<file path="config.mk">
export PLATFORM = sky130hd
export DESIGN_NAME = shrimp_mem_arbiter_flat
export DESIGN_NICKNAME = d
export VERILOG_FILES = /design/src/rtl/shrimp_mem_pkg.sv /design/src/rtl/shrimp_mem_arbiter_if.sv /design/src/rtl/shrimp_mem_starve_cnt.sv /design/src/rtl/shrimp_mem_arbiter.sv /design/src/flat_wrapper.sv
export SDC_FILE = /design/constraint.sdc
export NUM_CORES = 1
export LEC_CHECK = 0
export ABC_AREA = 1
export CORE_ASPECT_RATIO = 1.1
export CORE_UTILIZATION = 41
export CTS_BUF_LIST = sky130_fd_sc_hd__clkbuf_2
export DETAILED_ROUTE_END_ITERATION = 12
export PLACE_DENSITY = 0.8
export SETUP_SLACK_MARGIN = 0.2
export SLEW_MARGIN = 25
export SYNTH_ARGS = -nofsm -noshare
export SYNTH_HDL_FRONTEND = slang
export SYNTH_SLANG_ARGS = --single-unit
export TNS_END_PERCENT = 1
</file>
<file path="constraint.sdc">
create_clock -name clk_i -period 2.2 [get_ports clk_i]
set_clock_uncertainty 0.1 [all_clocks]
set_input_delay 0.66 -clock clk_i [delete_from_list [all_inputs] [get_ports clk_i]]
set_output_delay 0.66 -clock clk_i [all_outputs]
set_load 0.005 [all_outputs]
</file>
<file path="src/rtl/shrimp_mem_pkg.sv">
// shrimp_mem_pkg: shared widths and enums for the shrimp memfile arbiter
package shrimp_mem_pkg;
    localparam int ADDR_W_DEF = 8;
    localparam int DATA_W_DEF = 16;
    typedef enum logic {CLEAR, RUN} state_e;
    typedef enum logic [1:0] {GNT_NONE, GNT_IF, GNT_D} gnt_e;
endpackage

</file>
<file path="src/rtl/shrimp_mem_arbiter_if.sv">
// shrimp_mem_arbiter_if: fetch, data and memfile signals of the shrimp memory arbiter
interface shrimp_mem_arbiter_if
    import shrimp_mem_pkg::*;
#(
    parameter int ADDR_W = ADDR_W_DEF,
    parameter int DATA_W = DATA_W_DEF
);
    logic              if_req_valid;
    logic [ADDR_W-1:0] if_req_addr;
    logic              if_req_ready;
    logic              if_resp_valid;
    logic [DATA_W-1:0] if_resp_data;
    logic              d_req_valid;
    logic              d_req_write;
    logic [ADDR_W-1:0] d_req_addr;
    logic [DATA_W-1:0] d_req_wdata;
    logic              d_req_ready;
    logic              d_resp_valid;
    logic [DATA_W-1:0] d_resp_data;
    logic [ADDR_W-1:0] mem_addr;
    logic [DATA_W-1:0] mem_write_val;
    logic              mem_write_enable;
    logic [DATA_W-1:0] mem_read_val;
    modport slave (
        input  if_req_valid, if_req_addr, d_req_valid, d_req_write, d_req_addr, d_req_wdata, mem_read_val,
        output if_req_ready, if_resp_valid, if_resp_data, d_req_ready, d_resp_valid, d_resp_data,
               mem_addr, mem_write_val, mem_write_enable
    );
    modport master (
        output if_req_valid, if_req_addr, d_req_valid, d_req_write, d_req_addr, d_req_wdata, mem_read_val,
        input  if_req_ready, if_resp_valid, if_resp_data, d_req_ready, d_resp_valid, d_resp_data,
               mem_addr, mem_write_val, mem_write_enable
    );
endinterface

</file>
<file path="src/rtl/shrimp_mem_starve_cnt.sv">
// shrimp_mem_starve_cnt: saturating count of consecutive cycles fetch was denied
module shrimp_mem_starve_cnt #(
    parameter int MAX_WAIT = 3
) (
    input  logic clk_i,
    input  logic rst_ni,
    input  logic inc_i,
    input  logic clr_i,
    output logic at_max_o
);
    localparam int W = $clog2(MAX_WAIT + 1);
    localparam logic [W-1:0] MAX = W'(MAX_WAIT);
    logic [W-1:0] cnt_q, cnt_d;
    always_comb cnt_d = clr_i ? '0 : (inc_i && cnt_q != MAX) ? cnt_q + 1'b1 : cnt_q;
    always_ff @(posedge clk_i or negedge rst_ni)
        if (!rst_ni) cnt_q <= '0;
        else cnt_q <= cnt_d;
    assign at_max_o = cnt_q == MAX;
endmodule

</file>
<file path="src/rtl/shrimp_mem_arbiter.sv">
// shrimp_mem_arbiter: single-port memfile shared by fetch and data, data priority with
// bounded fetch starvation and an optional zero-fill sweep after reset
module shrimp_mem_arbiter
    import shrimp_mem_pkg::*;
#(
    parameter int ADDR_W         = ADDR_W_DEF,
    parameter int DATA_W         = DATA_W_DEF,
    parameter int MAX_WAIT       = 3,
    parameter bit CLEAR_ON_RESET = 1'b1
) (
    input  logic clk_i,
    input  logic rst_ni,
    shrimp_mem_arbiter_if.slave bus,
    output logic init_done_o
);
    localparam state_e RST_ST = CLEAR_ON_RESET ? CLEAR : RUN;
    state_e            state_q, state_d;
    logic [ADDR_W-1:0] clr_cnt_q, clr_cnt_d;
    logic              if_rv_q, if_rv_d, d_rv_q, d_rv_d;
    logic [DATA_W-1:0] if_rd_q, if_rd_d, d_rd_q, d_rd_d;
    logic              at_max, fetch_denied, store;
    gnt_e              gnt;
    assign gnt = state_q != RUN ? GNT_NONE :
                 (bus.if_req_valid && (!bus.d_req_valid || at_max)) ? GNT_IF :
                 bus.d_req_valid ? GNT_D : GNT_NONE;
    assign store        = gnt == GNT_D && bus.d_req_write;
    assign fetch_denied = bus.if_req_valid && gnt != GNT_IF;
    shrimp_mem_starve_cnt #(.MAX_WAIT(MAX_WAIT)) u_starve (
        .clk_i    (clk_i),
        .rst_ni   (rst_ni),
        .inc_i    (fetch_denied),
        .clr_i    (!fetch_denied),
        .at_max_o (at_max)
    );
    assign bus.if_req_ready     = gnt == GNT_IF;
    assign bus.d_req_ready      = gnt == GNT_D;
    assign bus.mem_addr         = state_q == CLEAR ? clr_cnt_q :
                                  gnt == GNT_IF ? bus.if_req_addr :
                                  gnt == GNT_D ? bus.d_req_addr : '0;
    assign bus.mem_write_val    = store ? bus.d_req_wdata : '0;
    assign bus.mem_write_enable = state_q == CLEAR || store;
    assign bus.if_resp_valid    = if_rv_q;
    assign bus.if_resp_data     = if_rd_q;
    assign bus.d_resp_valid     = d_rv_q;
    assign bus.d_resp_data      = d_rd_q;
    assign init_done_o          = state_q == RUN;
    always_comb begin
        state_d   = (state_q == CLEAR && clr_cnt_q == '1) ? RUN : state_q;
        clr_cnt_d = state_q == CLEAR ? clr_cnt_q + 1'b1 : '0;
        if_rv_d   = gnt == GNT_IF;
        if_rd_d   = gnt == GNT_IF ? bus.mem_read_val : if_rd_q;
        d_rv_d    = gnt == GNT_D;
        d_rd_d    = gnt == GNT_D ? (bus.d_req_write ? '0 : bus.mem_read_val) : d_rd_q;
    end
    always_ff @(posedge clk_i or negedge rst_ni)
        if (!rst_ni) begin
            state_q   <= RST_ST;
            clr_cnt_q <= '0;
            if_rv_q   <= 1'b0;
            if_rd_q   <= '0;
            d_rv_q    <= 1'b0;
            d_rd_q    <= '0;
        end else begin
            state_q   <= state_d;
            clr_cnt_q <= clr_cnt_d;
            if_rv_q   <= if_rv_d;
            if_rd_q   <= if_rd_d;
            d_rv_q    <= d_rv_d;
            d_rd_q    <= d_rd_d;
        end
endmodule

</file>
<file path="src/flat_wrapper.sv">
// flat-port wrapper written by rule: the top's interface ports become plain ports
module shrimp_mem_arbiter_flat import shrimp_mem_pkg::*;
#(
    parameter int ADDR_W         = ADDR_W_DEF,
    parameter int DATA_W         = DATA_W_DEF,
    parameter int MAX_WAIT       = 3,
    parameter bit CLEAR_ON_RESET = 1'b1
)
  (clk_i, rst_ni, init_done_o, bus_if_req_valid, bus_if_req_addr, bus_d_req_valid, bus_d_req_write, bus_d_req_addr, bus_d_req_wdata, bus_mem_read_val, bus_if_req_ready, bus_if_resp_valid, bus_if_resp_data, bus_d_req_ready, bus_d_resp_valid, bus_d_resp_data, bus_mem_addr, bus_mem_write_val, bus_mem_write_enable);
  shrimp_mem_arbiter_if #(.ADDR_W(ADDR_W), .DATA_W(DATA_W)) bus_i ();
  input  logic clk_i;
  input  logic rst_ni;
  output logic init_done_o;
  input wire logic [$bits(bus_i.if_req_valid)-1:0] bus_if_req_valid;
  input wire logic [$bits(bus_i.if_req_addr)-1:0] bus_if_req_addr;
  input wire logic [$bits(bus_i.d_req_valid)-1:0] bus_d_req_valid;
  input wire logic [$bits(bus_i.d_req_write)-1:0] bus_d_req_write;
  input wire logic [$bits(bus_i.d_req_addr)-1:0] bus_d_req_addr;
  input wire logic [$bits(bus_i.d_req_wdata)-1:0] bus_d_req_wdata;
  input wire logic [$bits(bus_i.mem_read_val)-1:0] bus_mem_read_val;
  output wire logic [$bits(bus_i.if_req_ready)-1:0] bus_if_req_ready;
  output wire logic [$bits(bus_i.if_resp_valid)-1:0] bus_if_resp_valid;
  output wire logic [$bits(bus_i.if_resp_data)-1:0] bus_if_resp_data;
  output wire logic [$bits(bus_i.d_req_ready)-1:0] bus_d_req_ready;
  output wire logic [$bits(bus_i.d_resp_valid)-1:0] bus_d_resp_valid;
  output wire logic [$bits(bus_i.d_resp_data)-1:0] bus_d_resp_data;
  output wire logic [$bits(bus_i.mem_addr)-1:0] bus_mem_addr;
  output wire logic [$bits(bus_i.mem_write_val)-1:0] bus_mem_write_val;
  output wire logic [$bits(bus_i.mem_write_enable)-1:0] bus_mem_write_enable;
  assign bus_i.if_req_valid = bus_if_req_valid;
  assign bus_i.if_req_addr = bus_if_req_addr;
  assign bus_i.d_req_valid = bus_d_req_valid;
  assign bus_i.d_req_write = bus_d_req_write;
  assign bus_i.d_req_addr = bus_d_req_addr;
  assign bus_i.d_req_wdata = bus_d_req_wdata;
  assign bus_i.mem_read_val = bus_mem_read_val;
  assign bus_if_req_ready = bus_i.if_req_ready;
  assign bus_if_resp_valid = bus_i.if_resp_valid;
  assign bus_if_resp_data = bus_i.if_resp_data;
  assign bus_d_req_ready = bus_i.d_req_ready;
  assign bus_d_resp_valid = bus_i.d_resp_valid;
  assign bus_d_resp_data = bus_i.d_resp_data;
  assign bus_mem_addr = bus_i.mem_addr;
  assign bus_mem_write_val = bus_i.mem_write_val;
  assign bus_mem_write_enable = bus_i.mem_write_enable;
  shrimp_mem_arbiter #(.ADDR_W(ADDR_W), .DATA_W(DATA_W), .MAX_WAIT(MAX_WAIT), .CLEAR_ON_RESET(CLEAR_ON_RESET)) u_core (.clk_i(clk_i), .rst_ni(rst_ni), .bus(bus_i), .init_done_o(init_done_o));
endmodule
</file>
# --- Word-level counts from Yosys, hierarchy flattened ---
# Index checks and enable logic that the tools add are counted.
totals:
  ram_bits: 0
  elab_cells: 36
  latchBits: 0
  regBits: 45
  n_memories: 0
  mem_bits_ro: 0
op_classes:
  bitwise_logic: 1
  order_cmp: 0
  n_div: 0
  add_sub_neg: 2
  n_shift: 0
  n_eq_ne: 7
  mul: 0
  reduce_logical: 8
  muxes: 11
ops:
  columns: ["operator", "n"]
  rows:
  - ["16-bit 2-to-1 mux", 2]
  - ["8-bit 2-to-1 mux", 4]
  - ["2-bit 2-to-1 mux", 5]
  - ["8-bit by 1-bit adder with 8-bit output (second input constant)", 1]
  - ["8-bit equality test (second input constant)", 1]
  - ["1-bit logical AND", 5]
  - ["2-bit equality test (second input constant)", 2]
  - ["2-bit by 1-bit inequality test with 1-bit output (second input constant)", 2]
  - ["2-bit by 1-bit adder with 2-bit output (second input constant)", 1]
  - ["2-bit by 1-bit equality test with 1-bit output (second input constant)", 1]
  - ["1-bit logical OR", 2]
  - ["2-bit inequality test (second input constant)", 1]
  - ["1-bit zero test", 1]
  - ["1-bit inverter", 1]

# --- Depth between registers and ports, before layout ---
# Gate-level depths: netlist of the first run.
logic_depth:
  ltp_word: 10
  ltp_mapped: 8
  depth_no_buf: 7

# --- Cells and area by module ---
# Synthesis of the first run repeated with hierarchy kept, for this count alone.
unflattened:
  cells_unflattened: 278
  area_unflattened_um2: 2268.4
by_module_without_submodules:
  columns: ["module", "n_inst", "area_each_um2", "cells_each"]
  rows:
  - ["shrimp_mem_arbiter", 1, 2162.1, 265]
  - ["shrimp_mem_starve_cnt", 1, 106.4, 13]

# --- Least setup slack after synthesis of the first run ---
# No wires, ideal clock.
synth_timing:
  path_type: "reg-to-output"
  startpoint: "register u_core.u_starve.cnt_q[0]"
  endpoint: "output port bus_mem_write_val[10]"
  required_ps: 1440
  arrival_ps: 1377
  slack_ps: 63
  n_path_buf: 1
  path_stages_with_launch: 6
  cell_sequence: "dfrtp_1 > ha_1 > a21oi_4 > nand3_4 > buf_6 > nor2_1"
synth_via:
  elab_chain_cells: 8
synth_lines:
  columns: ["item", "line_no", "text"]
  rows:
  - ["from (decl)", "shrimp_mem_starve_cnt.sv:13", "logic [W-1:0] cnt_q, cnt_d;"]
  - ["from (signal assigned)", "shrimp_mem_starve_cnt.sv:17", "else cnt_q <= cnt_d;"]
  - ["2-bit equality test", "shrimp_mem_starve_cnt.sv:18", "assign at_max_o = cnt_q == MAX;"]
  - ["1-bit logical OR", "shrimp_mem_arbiter.sv:24", "(bus.if_req_valid && (!bus.d_req_valid || at_max)) ? GNT_IF :"]
  - ["1-bit logical AND", "shrimp_mem_arbiter.sv:24", null]
  - ["2-bit 2-to-1 mux", "shrimp_mem_arbiter.sv:24", null]
  - ["2-bit 2-to-1 mux", "shrimp_mem_arbiter.sv:23", "assign gnt = state_q != RUN ? GNT_NONE :"]
  - ["2-bit equality test", "shrimp_mem_arbiter.sv:26", "assign store = gnt == GNT_D && bus.d_req_write;"]
  - ["1-bit logical AND", "shrimp_mem_arbiter.sv:26", null]
  - ["16-bit 2-to-1 mux", "shrimp_mem_arbiter.sv:40", "assign bus.mem_write_val = store ? bus.d_req_wdata : '0;"]
  - ["to (decl)", "flat_wrapper.sv:28", "output wire logic [$bits(bus_i.mem_write_val)-1:0] bus_mem_write_val;"]
# No other way between the ends.

# --- Worst setup path after layout of the first run ---
# Same ends and word-level chain as after synthesis.

==> metrics.txt, run 1 <==
share of total power in combinational logic 0.184; post-layout net count 465; Std-Cell Core Area 5130 sq um; share of total power in the clock network 0.237; Die X approximately 73 microns; total of max-cap violations 0; total number of H-tree levels 2; worst path required time between 1000 and 1500 ps; Internal Power 1.09 mW; Worst Tran Pin Value 545 ps; vias in the first global route around 2,300; synthesis warning total 0; element type at the critical path start flop; Final GP Congestion a little over 0.8; Power per Cell Area 410 nW/um^2; worst min-delay path category reg2reg; Max Transition Viols Final 0; total gr overflow 0; Clock Root Buffer sky130_fd_sc_hd__clkbuf_2; final critical-path share of the clock period 1.18; most frequent standard cell in the layout excluding fill and tap cells sky130_fd_sc_hd__nand2_1; Die Outline Area 5770 sq um; Post-DP HPWL 4.72 mm; maximum number of pins on one net before global-route repair 33; Finish-stage setup viols 27; capturing instance or port of the critical path bus_mem_write_val[10]; failing checks setup timing; Seq/Total Area, Yosys 0.502; CTS Buf Count 5; row count 27; Flop pwr share 0.578; overall routed net length between 6 and 7 mm; Switching Share 0.272; Post-DP Area 3540 sq um; crit path time final 2600 ps; post-route core utilization 0.712; Initial Utilization 0.437; input/output buffers ~110; layout overhead on the synthesized area 63.0%; peak supply drop 0.226 mV; end of the worst register-to-register path u_core.bus.if_resp_data[13]; number of cells produced by synthesis 272; wire length of the first global-routing pass 10.9 mm; category of the critical setup timing path reg2out; Die Height 79.6 microns; detailed-router iteration count before antenna repair 4; maximum root-to-sink buffer count 2; endpoints failing hold 0; Post-Place Setup Slack -863 ps; DR DRC count 0; largest fanout on the critical path 6; capturing element type of the critical path primary output; Cell Area, Synth 2240 sq um; Psw 0.407 mW; final cell area excluding filler cells 3660 sq um; fill cell total of the finished layout 446; synthesis-stage register bit count 45; detailed-route wire length per cell 13.9 microns; worst setup margin -404 ps; Worst R2R Path Depth 10; antenna-violating nets left 0; CP arrival 1840 ps; area of the multi-input gates 1040 sq um; highest-count cells in the layout ignoring fill and taps 86 x sky130_fd_sc_hd__nand2_1, 48 x sky130_fd_sc_hd__clkdlybuf4s50_1, 45 x sky130_fd_sc_hd__dfrtp_1; syn nets 327; starting DRC count in detailed routing 60; register area 1130 sq um; leakage power summed over all cells 1.93 nW; CTS tree yes; number of antenna repair diodes 0; number of antenna violations at the first check in global routing 0; clk slew on worst S/H paths ~220 ps; routed vias/inst 4.84; setup total negative slack -8530 ps; routed vias 2,339; beginning of the worst register-to-register path u_core.u_starve.cnt_q[0]; Max Clk Rate 384 MHz; overall routing resource usage 0.247; worst slew margin relative to its limit 0.636; syn_area_per_cell 8.25 sq um; unrepaired setup endpoints after global routing true; critical path launch point u_core.u_starve.cnt_q[0]; post-synthesis cell type count 22; setup slack of the most critical reg-to-reg path 470 ps; clock latency of the later-clocked register in the worst-skew pair 420 ps; IO Pins 115; fraction of final layout cells with drive strength greater than 1 0.248; total clock sinks between 40 and 50; run status complete, but fails checks
==> Yosys cell counts <==
library cell                n  area [sq um]
sky130_fd_sc_hd__buf_2      3          15.0
sky130_fd_sc_hd__nor2_4     1          11.3
sky130_fd_sc_hd__o21ai_2   14           123
sky130_fd_sc_hd__o21ai_1    3          15.0
sky130_fd_sc_hd__dfrtp_1   45          1130
sky130_fd_sc_hd__xor2_1     1          8.76
sky130_fd_sc_hd__nand2_4    2          22.5
sky130_fd_sc_hd__a21oi_1    4          20.0
sky130_fd_sc_hd__nand3_4    1          17.5
sky130_fd_sc_hd__ha_1       2          25.0
sky130_fd_sc_hd__inv_2      1          3.75
sky130_fd_sc_hd__inv_1     23          86.3
sky130_fd_sc_hd__o21ai_0   19          95.1
sky130_fd_sc_hd__buf_6      6          67.6
sky130_fd_sc_hd__nor2_1    30           113
sky130_fd_sc_hd__nand3_1   19          95.1
sky130_fd_sc_hd__nand2_2    1          6.26
sky130_fd_sc_hd__nand2_1   87           327
sky130_fd_sc_hd__mux2i_1    1          10.0
sky130_fd_sc_hd__nand4_1    4          25.0
sky130_fd_sc_hd__clkbuf_1   4          15.0
sky130_fd_sc_hd__a21oi_4    1          16.3
==> critical path: stages, from the launching register on <==
cell and delay, ps:
sky130_fd_sc_hd__dfrtp_1 460, sky130_fd_sc_hd__ha_4 190, sky130_fd_sc_hd__a21oi_4 160, sky130_fd_sc_hd__buf_6 140, sky130_fd_sc_hd__nand3_4 120, sky130_fd_sc_hd__buf_6 180
sky130_fd_sc_hd__nor2_2 70, sky130_fd_sc_hd__buf_2 120
==> routing by layer <==
layer | GRT usage | part of all wire
met5 | 0 | 0
met4 | 0.104 | 0.022
met3 | 0.0429 | 0.042
met2 | 0.436 | 0.54
met1 | 0.293 | 0.39
==> per-stage QoR <==
step	total power [mW]	cells	hold WS, ps
floorplan	0.946	272	264
global placement	1.13	463	364
detailed placement	1.13	463	367
CTS	1.50	482	9.45
global route	1.57	483	431
finish	1.50	483	404
==> flip-flops by register name (all words and copies together), names as in the netlist <==
register / cells
u_core.bus.d_resp_data: 16
u_core.u_starve.cnt_q: 2
u_core.bus.if_resp_valid: 1
u_core.bus.d_resp_valid: 1
u_core.init_done_o: 1
u_core.bus.if_resp_data: 16
u_core.clr_cnt_q: 8
==> cell families after synthesis <==
group	count (synthesis)	synth area share
simple gates	145	0.275
flops	45	0.502
compound gates	41	0.120
buf+inv	37	0.0836
fa+ha+maj	2	0.0112
xor+xnor	1	0.00390
mux	1	0.00446
==> power by group through the flow <==
| stage | clock (mW) | combinational, mW | sequential (mW) |
|---|---|---|---|
| finish | 0.356 | 0.276 | 0.866 |
| global route | 0.401 | 0.300 | 0.870 |
| CTS | 0.366 | 0.270 | 0.867 |
| detailed placement | 0 | 0.255 | 0.878 |
| global placement | 0 | 0.249 | 0.876 |
| floorplan | 0 | 0.0683 | 0.878 |
==> how the worst min path moves through the flow <==
stage / startpoint / slack, ps / to / depth (start not counted)
2_1_floorplan: rst_ni / 260 / u_core.bus.d_resp_data[0] / 0
5_1_grt: u_core.bus.d_resp_data[1] / 430 / u_core.bus.d_resp_data[1] / 2
6_report: u_core.bus.d_resp_data[1] / 400 / u_core.bus.d_resp_data[1] / 2
3_5_place_dp: u_core.bus.d_resp_data[4] / 370 / u_core.bus.d_resp_data[4] / 2
3_3_place_gp: u_core.bus.d_resp_data[2] / 360 / u_core.bus.d_resp_data[2] / 2
4_1_cts: rst_ni / 9 / u_core.bus.if_resp_data[4] / 1
==> area by class of cell <==
cell class	count	share of cell area
Timing Repair Buffer	142	0.346
Sequential cell	45	0.308
Multi-Input combinational cell	192	0.284
Inverter	24	0.0253
Tap cell	72	0.0246
Clock buffer	6	0.00821
Clock inverter	2	0.00411
==> repair_timing <==
item,CTS,global route
endpoints found under the setup margin,62,28
gates resized for setup,147,16
endpoints found under the hold margin,0,8
pin swaps,16,15
hold buffers,0,1
gates cloned,3,0
setup buffers,8,0
Power figures use the tool's default switching activity.
==> run 2: changes to the inputs <==
--- a/config.mk
+++ b/config.mk
@@ -5,9 +5,8 @@
 export SDC_FILE = /design/constraint.sdc
 export NUM_CORES = 1
 export LEC_CHECK = 0
-export ABC_AREA = 1
 export CORE_ASPECT_RATIO = 1.1
-export CORE_UTILIZATION = 41
+export CORE_UTILIZATION = 40
 export CTS_BUF_LIST = sky130_fd_sc_hd__clkbuf_2
 export DETAILED_ROUTE_END_ITERATION = 12
 export PLACE_DENSITY = 0.8
==> run 2 against run 1 <==
The run still ends with setup timing left. Wire length fell by 17%. Non-clock buffer count rose by 1. Synthesized cell count fell by 34%. Hold slack got worse by 350 ps. Largest power group unchanged. Critical path depth fell by 1.
==> metrics.txt, run 2 <==
run status complete, but fails checks; failing checks setup timing; starting DRC count in detailed routing between 60 and 70; Max Transition Viols Final 0; synth top area cells sky130_fd_sc_hd__dfrtp_1 53%, sky130_fd_sc_hd__mux2_2 8.4%, sky130_fd_sc_hd__a31o_2 6.6%, sky130_fd_sc_hd__a21boi_0 6.0%, sky130_fd_sc_hd__and3_1 5.0%; overall routed net length between 5 and 6 mm; total clock sinks 45; row count 27; Finish-stage setup viols 27; category of the critical setup timing path reg2out; highest-count cells in the layout ignoring fill and taps 49 x sky130_fd_sc_hd__clkdlybuf4s50_1, 44 x sky130_fd_sc_hd__dfrtp_1, 37 x sky130_fd_sc_hd__dlygate4sd2_1; endpoints failing hold 0; leakage power summed over all cells 1.85 nW; total number of H-tree levels 2; DR DRC count 0; largest fanout on the critical path 6; IO Pins 115; Synth async-reset ratio 1.00; vias in the first global route 1,933; element type at the critical path start flop; most frequent standard cell in the layout excluding fill and tap cells sky130_fd_sc_hd__clkdlybuf4s50_1; cts hold-fix bufs 0; synthesis-stage register bit count 45; cell taking the most area after synthesis sky130_fd_sc_hd__dfrtp_1; Post-Layout Cell Count approximately 370; number of enable flip-flop cells after synthesis 0; worst path required time 1440 ps; worst setup margin -471 ps; Std-Cell Core Area 5070 sq um; number of cells produced by synthesis 180; Die Height 78.6 microns; DP Cell Count 357; maximum root-to-sink buffer count 2; most common cell in the netlist sky130_fd_sc_hd__dfrtp_1; detailed-route wire length per cell ~15 microns; Post-Place Setup Slack -920 ps; total of max-cap violations 0; fraction of final layout cells with drive strength greater than 1 0.332; Post-DP HPWL 4.00 mm; fraction of post-synthesis cell area in the top cell type by area 0.528; antenna-violating nets left 0; worst slew margin relative to its limit 0.653; post-layout net count 370; CP arrival 1910 ps; sum of internal, switching and leakage power about 1.5 mW; Die Outline Area between 5000 and 6000 sq um; wire length of the first global-routing pass 9.12 mm; worst min-delay path category in2async; Hold WS approximately 58 ps; CTS Buf Count 5; Clock Root Buffer sky130_fd_sc_hd__clkbuf_2; unrepaired setup endpoints after global routing true; number of antenna repair diodes 0; Die X 71.7 microns; syn_area_per_cell 11.9 sq um; detailed-router iteration count before antenna repair 4; setup total negative slack -9600 ps; final critical-path share of the clock period 1.21; syn nets 235; number of antenna violations at the first check in global routing 0; clock latency of the later-clocked register in the worst-skew pair 390 ps; top_reg_cell synth sky130_fd_sc_hd__dfrtp_1; synthesis warning total 0; Worst Tran Pin Value 520 ps; input/output buffers 114; overall routing resource usage 0.208; layout overhead on the synthesized area 62.5%; CTS tree yes; Final GP Congestion just under 0.8; top cells by instance count after synthesis 45 x sky130_fd_sc_hd__dfrtp_1, 17 x sky130_fd_sc_hd__a21boi_0, 17 x sky130_fd_sc_hd__and3_1; maximum number of pins on one net before global-route repair 28; clk slew on worst S/H paths around 220 ps; crit path time final 2670 ps; total gr overflow 0; post-synthesis cell type count 31; routed vias/inst between 5 and 6; peak supply drop 0.344 mV; routed vias 1,936; Max Clk Rate 374 MHz; Initial Utilization 0.421; Power per Cell Area 430 nW/um^2; capturing element type of the critical path primary output; Seq/Total Area, Yosys 0.528; Cell Area, Synth around 2100 sq um
[run 2: timing repair]
action / in CTS / in global routing
resized for setup: 142 / 12
endpoints found under the setup margin: 62 / 28
setup buffers: 9 / 0
pin swaps: 9 / 3
[run 2: path summary, 6_finish.rpt]
check	cells past startpoint	start	end	slack (ps)
setup / recovery	6	u_core.u_starve.cnt_q[1]	bus_mem_addr[3]	-470
hold / removal	1	rst_ni	u_core.clr_cnt_q[3]	60
setup reg to reg	6	u_core.u_starve.cnt_q[1]	u_core.bus.if_resp_data[2]	300
hold reg to reg	1	u_core.bus.if_resp_data[1]	u_core.bus.if_resp_data[1]	430
max in group asynchronous	2	rst_ni	u_core.bus.if_resp_data[0]	1430
min in group clk_i	1	u_core.bus.if_resp_data[1]	u_core.bus.if_resp_data[1]	430
[run 2: kinds of logic after synthesis]
family                     share of synthesized area
DFF                                            0.528
AOI/OAI and AO/OA                              0.176
adders and majority gates                     0.0117
muxes                                         0.0891
buffers and inverters                         0.0463
xor gates and xnor gates                      0.0164
and+or+nand+nor                                0.133
[run 2: metal layers]
| metal | part of all wire | track usage | routed length, microns | vias up |
|---|---|---|---|---|
| li1 | - | - | - | 935 |
| met4 | 0.0099 | 0.0647 | 55 | 0 |
| met2 | 0.48 | 0.342 | 2670 | 90 |
| met3 | 0.089 | 0.0629 | 497 | 6 |
| met1 | 0.42 | 0.261 | 2330 | 905 |
| met5 | 0 | 0 | 0 | - |
[run 2: power by group]
part           switching [mW]  total (mW)  leakage [nW]  internal, mW
combinational          0.0716       0.198          1.21         0.126
sequential            0.00833       0.845         0.611         0.836
clock                   0.260       0.449        0.0366         0.188
[run 2: layout make-up]
| type | count | area, sq um |
|---|---|---|
| multi-input combinational | 119 | 953 |
| fill | 424 | 1600 |
| clock buffer | 5 | 25.0 |
| sequential | 45 | 1130 |
| inverter | 1 | 3.75 |
| timing repair buffer | 143 | 1250 |
| tap | 58 | 72.6 |
| clock inverter | 3 | 41.3 |
[run 2: worst max-delay path, stage by stage (launching register included)]
cell and delay, ps:
sky130_fd_sc_hd__dfrtp_1 460, sky130_fd_sc_hd__ha_4 190, sky130_fd_sc_hd__nand2b_4 140, sky130_fd_sc_hd__and3_4 190
sky130_fd_sc_hd__buf_6 120, sky130_fd_sc_hd__a221o_1 290, sky130_fd_sc_hd__buf_2 130
[run 2: metrics by stage]
| stage | cell area, sq um | util |
|---|---|---|
| 3_3_place_gp | 3430 | 0.677 |
| 3_5_place_dp | 3430 | 0.677 |
| 6_report | 3470 | 0.685 |
| 2_1_floorplan | 2150 | - |
| 4_1_cts | 3470 | 0.684 |
| 5_1_grt | 3470 | 0.685 |
